===== src/rtl/rotated_window_collector.sv =====
// rotated_window_collector
//
// Receive end of the rotated-window sampling path. Interpolated samples come
// in one per accepted cycle, in raster order, and are reassembled into a
// complete winW x winH window. The window is then presented as one wide
// parallel bus to the downstream descriptor/gradient logic. Two banks are
// used as a ping-pong buffer, so the sampler can fill the next window while
// the previous one waits for m_ready.
//
// Ports:
//   clk       clock; all logic on the rising edge
//   rst       synchronous active-high reset (overrides en)
//   en        global clock enable; when low, all state holds
//   s_valid   input sample valid
//   s_first   marks sample 0 (top-left) of a window; qualified by s_valid
//   s_data    interpolated sample, dataW bits
//   s_ready   collector can accept a sample this cycle
//   m_valid   m_window holds a complete window
//   m_ready   downstream consumes the window
//   m_window  sample k = y*winW + x at bits [k*dataW +: dataW]
//   sync_err  one-cycle pulse: a window was restarted by an unexpected s_first
//   err_cnt   (only with ROTWIN_COLLECT_ERRCNT_EN defined) saturating 8-bit
//             count of sync_err events
//
// Optional feature macro: ROTWIN_COLLECT_ERRCNT_EN

module rotated_window_collector #(
    parameter int winW  = 5,
    parameter int winH  = winW,
    parameter int dataW = 8
) (
    input  logic                        clk,
    input  logic                        rst,
    input  logic                        en,
    input  logic                        s_valid,
    input  logic                        s_first,
    input  logic [dataW-1:0]            s_data,
    output logic                        s_ready,
    output logic                        m_valid,
    input  logic                        m_ready,
    output logic [winW*winH*dataW-1:0]  m_window,
    output logic                        sync_err
`ifdef ROTWIN_COLLECT_ERRCNT_EN
    ,
    output logic [7:0]                  err_cnt
`endif
);

    localparam int N  = winW * winH;
    localparam int CW = (N > 1) ? $clog2(N) : 1;
    localparam logic [CW-1:0] LAST_SLOT = CW'(N - 1);

    logic [N*dataW-1:0] bank [2];
    logic [1:0]         full;
    logic               wr_bank;
    logic               rd_bank;
    logic [CW-1:0]      cnt;

    logic               accept;
    logic               consume;
    logic               restart;
    logic [CW-1:0]      slot;

    // s_ready already contains en, so accept needs no separate en term.
    assign s_ready  = en & ~full[wr_bank];
    assign m_valid  = full[rd_bank];
    assign m_window = bank[rd_bank];

    assign accept   = s_valid & s_ready;
    assign consume  = en & m_valid & m_ready;

    // An s_first while a window is part-filled throws the partial window
    // away and restarts at slot 0.
    assign restart  = accept & s_first & (cnt != '0);
    assign slot     = s_first ? '0 : cnt;

    // Sample storage carries no reset; contents are only meaningful once
    // the matching full flag is set.
    always_ff @(posedge clk) begin
        if (accept) begin
            bank[wr_bank][slot*dataW +: dataW] <= s_data;
        end
    end

    // Accept and consume always address different banks (accept needs the
    // write bank empty, consume needs the read bank full), so both full-flag
    // updates can take effect in the same cycle.
    always_ff @(posedge clk) begin
        if (rst) begin
            cnt      <= '0;
            wr_bank  <= 1'b0;
            rd_bank  <= 1'b0;
            full     <= 2'b00;
            sync_err <= 1'b0;
        end else if (en) begin
            sync_err <= restart;
            if (accept) begin
                if (slot == LAST_SLOT) begin
                    full[wr_bank] <= 1'b1;
                    wr_bank       <= ~wr_bank;
                    cnt           <= '0;
                end else begin
                    cnt <= slot + 1'b1;
                end
            end
            if (consume) begin
                full[rd_bank] <= 1'b0;
                rd_bank       <= ~rd_bank;
            end
        end
    end

`ifdef ROTWIN_COLLECT_ERRCNT_EN
    // Counts restarts in the same cycle that raises sync_err; sticks at 255.
    always_ff @(posedge clk) begin
        if (rst) begin
            err_cnt <= 8'h00;
        end else if (en && restart && (err_cnt != 8'hFF)) begin
            err_cnt <= err_cnt + 8'h01;
        end
    end
`endif

endmodule


===== config.mk =====
export PLATFORM = sky130hd
export DESIGN_NAME = rotated_window_collector
export DESIGN_NICKNAME = d
export VERILOG_FILES = /design/src/rtl/rotated_window_collector.sv
export SDC_FILE = /design/constraint.sdc
export NUM_CORES = 1
export LEC_CHECK = 0
export ABC_AREA = 1
export BUFFER_PORTS_ARGS = -buffer_cell sky130_fd_sc_hd__buf_4
export CAP_MARGIN = 10
export CORE_MARGIN = 4
export CORE_UTILIZATION = 40
export CTS_CLUSTER_DIAMETER = 150
export DETAILED_ROUTE_END_ITERATION = 16
export PLACE_DENSITY = 0.65
export SYNTH_ARGS = -nofsm -noshare
export SYNTH_HDL_FRONTEND = slang
export SYNTH_SLANG_ARGS = --single-unit

===== constraint.sdc =====
create_clock -name clk -period 8 [get_ports clk]
set_clock_uncertainty 0.2 [all_clocks]
set_input_delay 0.4 -clock clk [delete_from_list [all_inputs] [get_ports clk]]
set_output_delay 0.4 -clock clk [all_outputs]
set_load 0.01 [all_outputs]

---- Word level (Yosys, flattened, before mapping) ----
Memory sizes are Yosys's and may differ from the RTL's. A register that Yosys moved wholly into a read port is not among the register bits.
Cells that the tools add are included.
W data, S select, Z words.
storage, ports and cells
  register bits ........................... 10
  RAM bits ................................ 400
  input bits .............................. 14
  output and inout bits ................... 203
  word-level logic and storage cells ...... 52
  memories ................................ 1
cells by class
  add/subtract/negate cells ............... 2
  $lt $le $gt $ge ......................... 4
  eq/ne operators ......................... 1
  shifts and indexed selects .............. 2
  multiplexer cells ....................... 19
  bitwise operators ....................... 12
  reductions and logical operators ........ 6
memories
  memory  depth  width  read ports  clocked after Yosys merged registers in  wr ports  RTL line  text
  bank    2      200    1           1                                        1         53        logic [N*dataW-1:0] bank [2];
operators with widths
  cell                        count
  $mux W200                   1
  $shift A8 B34 Y200 const A  1
  $shiftx A8 B34 Y200         1
  $neg A8 Y34                 1
  $mux W2                     5
  $mux W5                     2
  $mux W1                     9
  $and A1 B1 Y1               6
  $add A5 B1 Y5 const B       1
  $eq A5 B5 Y1 const B        1
  $reduce_bool A5 Y1          1
  $lt A1 B2 Y1 const B        2
  $reduce_and A2 Y1           2
  $not A1 Y1                  3
  $reduce_and A3 Y1           1
  $and A2 B2 Y2               1
  $demux W1 S1                2
  $ge A1 B1 Y1 const B        2
  $logic_and A1 B1 Y1         2
  $not A2 Y2                  1
  $or A2 B2 Y2                1

---- Longest topological paths before layout ----
  word-level depth ........................ 11
  depth in mapped cells ................... 15
  depth with buffers taken out ............ 13

---- Least setup slack after synthesis ----
OpenSTA, ideal clock, no wires.
  path type ............................... input -> register
  from .................................... input port s_first
  to ...................................... memory bank[0][112] (netlist bit), enable pin
  setup time .............................. 0.383 ns
  arrival ................................. 2.718 ns
  required time ........................... 7.417 ns
  setup slack ............................. 4.698 ns
  cell stages on the path ................. 12
  path buffers ............................ 2
  cell sequence ........................... nor2_4 > inv_2 > clkbuf_1 > ha_1 > o21ai_1 > nor2_1 > ha_1 > clkbuf_1 > nand2_1 > inv_1 > nand3_1 > nor3_1
on the way
  longest elaborated chain between the ends .. 4
RTL lines
  item                             RTL line  text
  start, declared                  36        input logic s_first,
  $mux W5                          75        assign slot = s_first ? '0 : cnt;
  $neg A8 Y34                      81        bank[wr_bank][slot*dataW +: dataW] <= s_data;
  $shift A8 B34 Y200               81
  $mux W200 (not written as such)  81
  end, declared                    53
No other way between the ends.

---- Final worst setup path ----
  from .................................... input port s_first
  to ...................................... memory bank[1][181] (netlist bit), enable pin
Same word-level chain as after synthesis.

==> run summary <==
DRC = 0
Fin. Hold Viols = 0
Die Width = 213 microns
Status = complete, no violations
Net Switching = 0.837 mW
XOR/XNOR Fraction of Synth Area = 0.149%
Initial Utilization = 40.8%
Reg clk slew, reported paths = 60 ps
Total track usage = 18.5%
Gr ovfl total = 0
Endpoint, Worst Hold = bank[0][0]
Max-Cap Viols = 0
Routability Congestion = 0.982
Vias in the first global route = 10100
WS Path Type = input port to register
Seq/Total Area, Yosys = 72.7%
Clk root buf = clkbuf_16
Setup crit start kind = input port
Hold Path Depth = 3
Commonest non-fill, non-tap cell in the layout = edfxtp_1
Multi-input gate area = 4200 sq um
Max Fclk = 217 MHz
CTS resizes = 0
Crit. Startpoint = s_first
Compound-Gate Fraction of Synth Area = 0.558%
Max IR drop VDD = 0.151 mV
Mux share of post-synthesis cell area = 13.4%
Largest net degree at the start of global routing = 77
Clk Latency, worst-skew pair = 540 ps
Crit path DAT = 4570 ps
Post-Synth Simple-Gate Area = 10.6%
Sw Share = 19.4%
Pint = 3.47 mW
Register area = 12200 sq um
Post-CTS Setup Bufs = 0
# setup viols final = 0
Average footprint of a synthesized cell = 14.4 sq um
Fin nets = 1397
Crit path time final = 4600 ps
Global-route wire length before repair = 61400 microns
Total CTS buffers = 42
FF-to-FF setup slack = 3590 ps
Max-slew violation count = 0
# rows = 74
Worst reg2reg path endpoint = bank[1][181]
Slew @ Worst Pin = 1200 ps
Routed Antenna Nets = 0
Clock tree buffer depth = 3
Antenna violations before repair = 1
Hold WC Path Type = input port to register
Cell area after synthesis = 16800 sq um
Worst EP required = 7970 ps
Min-delay src = s_data[0]
Pwr Total = 4.30 mW
H-tree depth = 2
Antenna Diode Count = 0
CTS tree = built
FILL cells = 3489
Relative slew slack = 19.2%
CTS sink cnt = 411
Seq cells post-synth = 411
Sequential power share = 54.2%
Adder-cell share of the synthesized area = 0.223%
Cell Pwr Density = 212 nW/um^2
Vias post-DR = 10200
RSZ-0062 raised after global routing = false
Leakage power total = 8.20 nW
Syn Inst Count = 1168
Die Height = 213 microns
Critical R2R Launch = cnt[0]
Crit Path Max Fanout = 18
Die ar. = 45400 sq um
DR iter-0 viols = 925
Yosys cell types = 29
Most frequent cells in the layout = 400 x edfxtp_1, 269 x nor2_1, 223 x buf_4, 200 x mux2_2, 92 x nand2_1
Logic pwr share = 1.8%
YS warnings = 0
Clock share of power = 44.0%
1st-pass router iterations = 5
Drt wl/cell = 22.2 microns
Hold slack = 96.9 ps
R2R cell count = 12
Largest family of logic cells by synthesized area = multiplexers
Core ar. = 41200 sq um
Syn-to-layout area delta = 20.7%
Via density = 5.23
PortBufs = 216
Worst setup EP type = register
IO Count = 217
Share of cells above drive strength 1 = 35.6%
Syn Nets = 1185
Post-route setup TNS = 0 ps
DP HPWL = 30200 microns
Post-Route WL = 43100 microns
Tcrit/Tclk final = 57.5%
## power groups by stage
stage,clock network (mW),registers (mW),logic (mW)
after detailed placement,0,2.38,0.0727
after floorplan,0,2.38,0.0437
after CTS,1.92,2.33,0.0745
after global placement,0,2.38,0.0716
after global routing,2.02,2.33,0.0822
final,1.89,2.33,0.0769
## what timing repair did
action / 4_1_cts / 5_1_grt
hold buffers: 4 / 0
endpoints found under the hold margin: 11 / 0
endpoints found under the setup margin: 0 / 0
## through the flow
| step | setup slack, ps | util [%] | area [sq um] | instances |
|---|---|---|---|---|
| floorplan | 4700 | - | 16800 | 1168 |
| global placement | 3650 | 45.9 | 18900 | 1863 |
| detailed placement | 3490 | 45.9 | 18900 | 1863 |
| CTS | 3510 | 49.2 | 20300 | 1942 |
| global route | 3080 | 49.3 | 20300 | 1943 |
| finish | 3400 | 49.3 | 20300 | 1943 |
## state kept, by name, summed over array words and instances, names as in the netlist, named ones only
| signal | flops |
|---|---|
| bank | 400 |
| cnt | 5 |
| full | 2 |
| rd_bank | 1 |
| sync_err | 1 |
| wr_bank | 1 |
## synth_stat cells (all sizes together)
cell type	n	area, sq um
mux2	200	2250
inv	33	124
nand4	14	87.6
o21bai	1	7.51
dfxtp	11	220
buf	26	126
edfxtp	400	12000
ha	3	37.5
nand3	36	180
nor2	271	1030
nor3b	1	7.51
clkinv	2	7.51
a21oi	9	45.0
o21ai	5	25.0
a32oi	1	8.76
nand2	95	359
a211oi	1	7.51
or2	1	6.26
xnor2	1	8.76
nor4	2	12.5
xor2	1	16.3
clkbuf	34	128
nor3	20	105
## cell type report
class / instances / area share (%)
Sequential cell: 411 / 60.3
Multi-Input combinational cell: 662 / 20.7
Timing Repair Buffer: 228 / 8.48
Clock buffer: 51 / 5.66
Clock inverter: 24 / 0.943
Tap cell: 532 / 3.28
Inverter: 35 / 0.647
## worst max-delay path: stages
cell           delay (ps)
dlygate4sd3_1         530
buf_4                 170
nor2_4                300
inv_2                 220
ha_1                  260
o21ai_1               180
nor2_1                 80
ha_1                  390
clkinv_1              210
nand2_1                80
nor2_1                820
nand4_1               300
nor2_1                620
## layer usage
metal	part of all wire [%]	track usage [%]	vias to the layer above
met5	0.030	0	-
met1	41	24.4	5040
li1	-	-	4628
met3	7.2	3.63	69
met4	2.3	5.22	2
met2	50	31.3	419
## worst max path at each step
| stage | endpoint | cells after the start |
|---|---|---|
| 2_1_floorplan | bank[0][112] | 12 |
| 3_3_place_gp | bank[1][19] | 11 |
| 3_5_place_dp | bank[1][179] | 12 |
| 4_1_cts | bank[1][179] | 13 |
| 5_1_grt | bank[0][66] | 14 |
| 6_report | bank[1][181] | 13 |
## logic make-up (layout without fill, tap and decap cells)
group                      count (synthesis)  after routing
adders and majority gates                  3              3
and+or+nand+nor                          440            440
AOI/OAI and AO/OA                         17             17
xor gates and xnor gates                   2              2
muxes                                    200            200
buffers and inverters                     95            338
DFF                                      411            411
No activity file was read; power rests on OpenSTA's default activity.
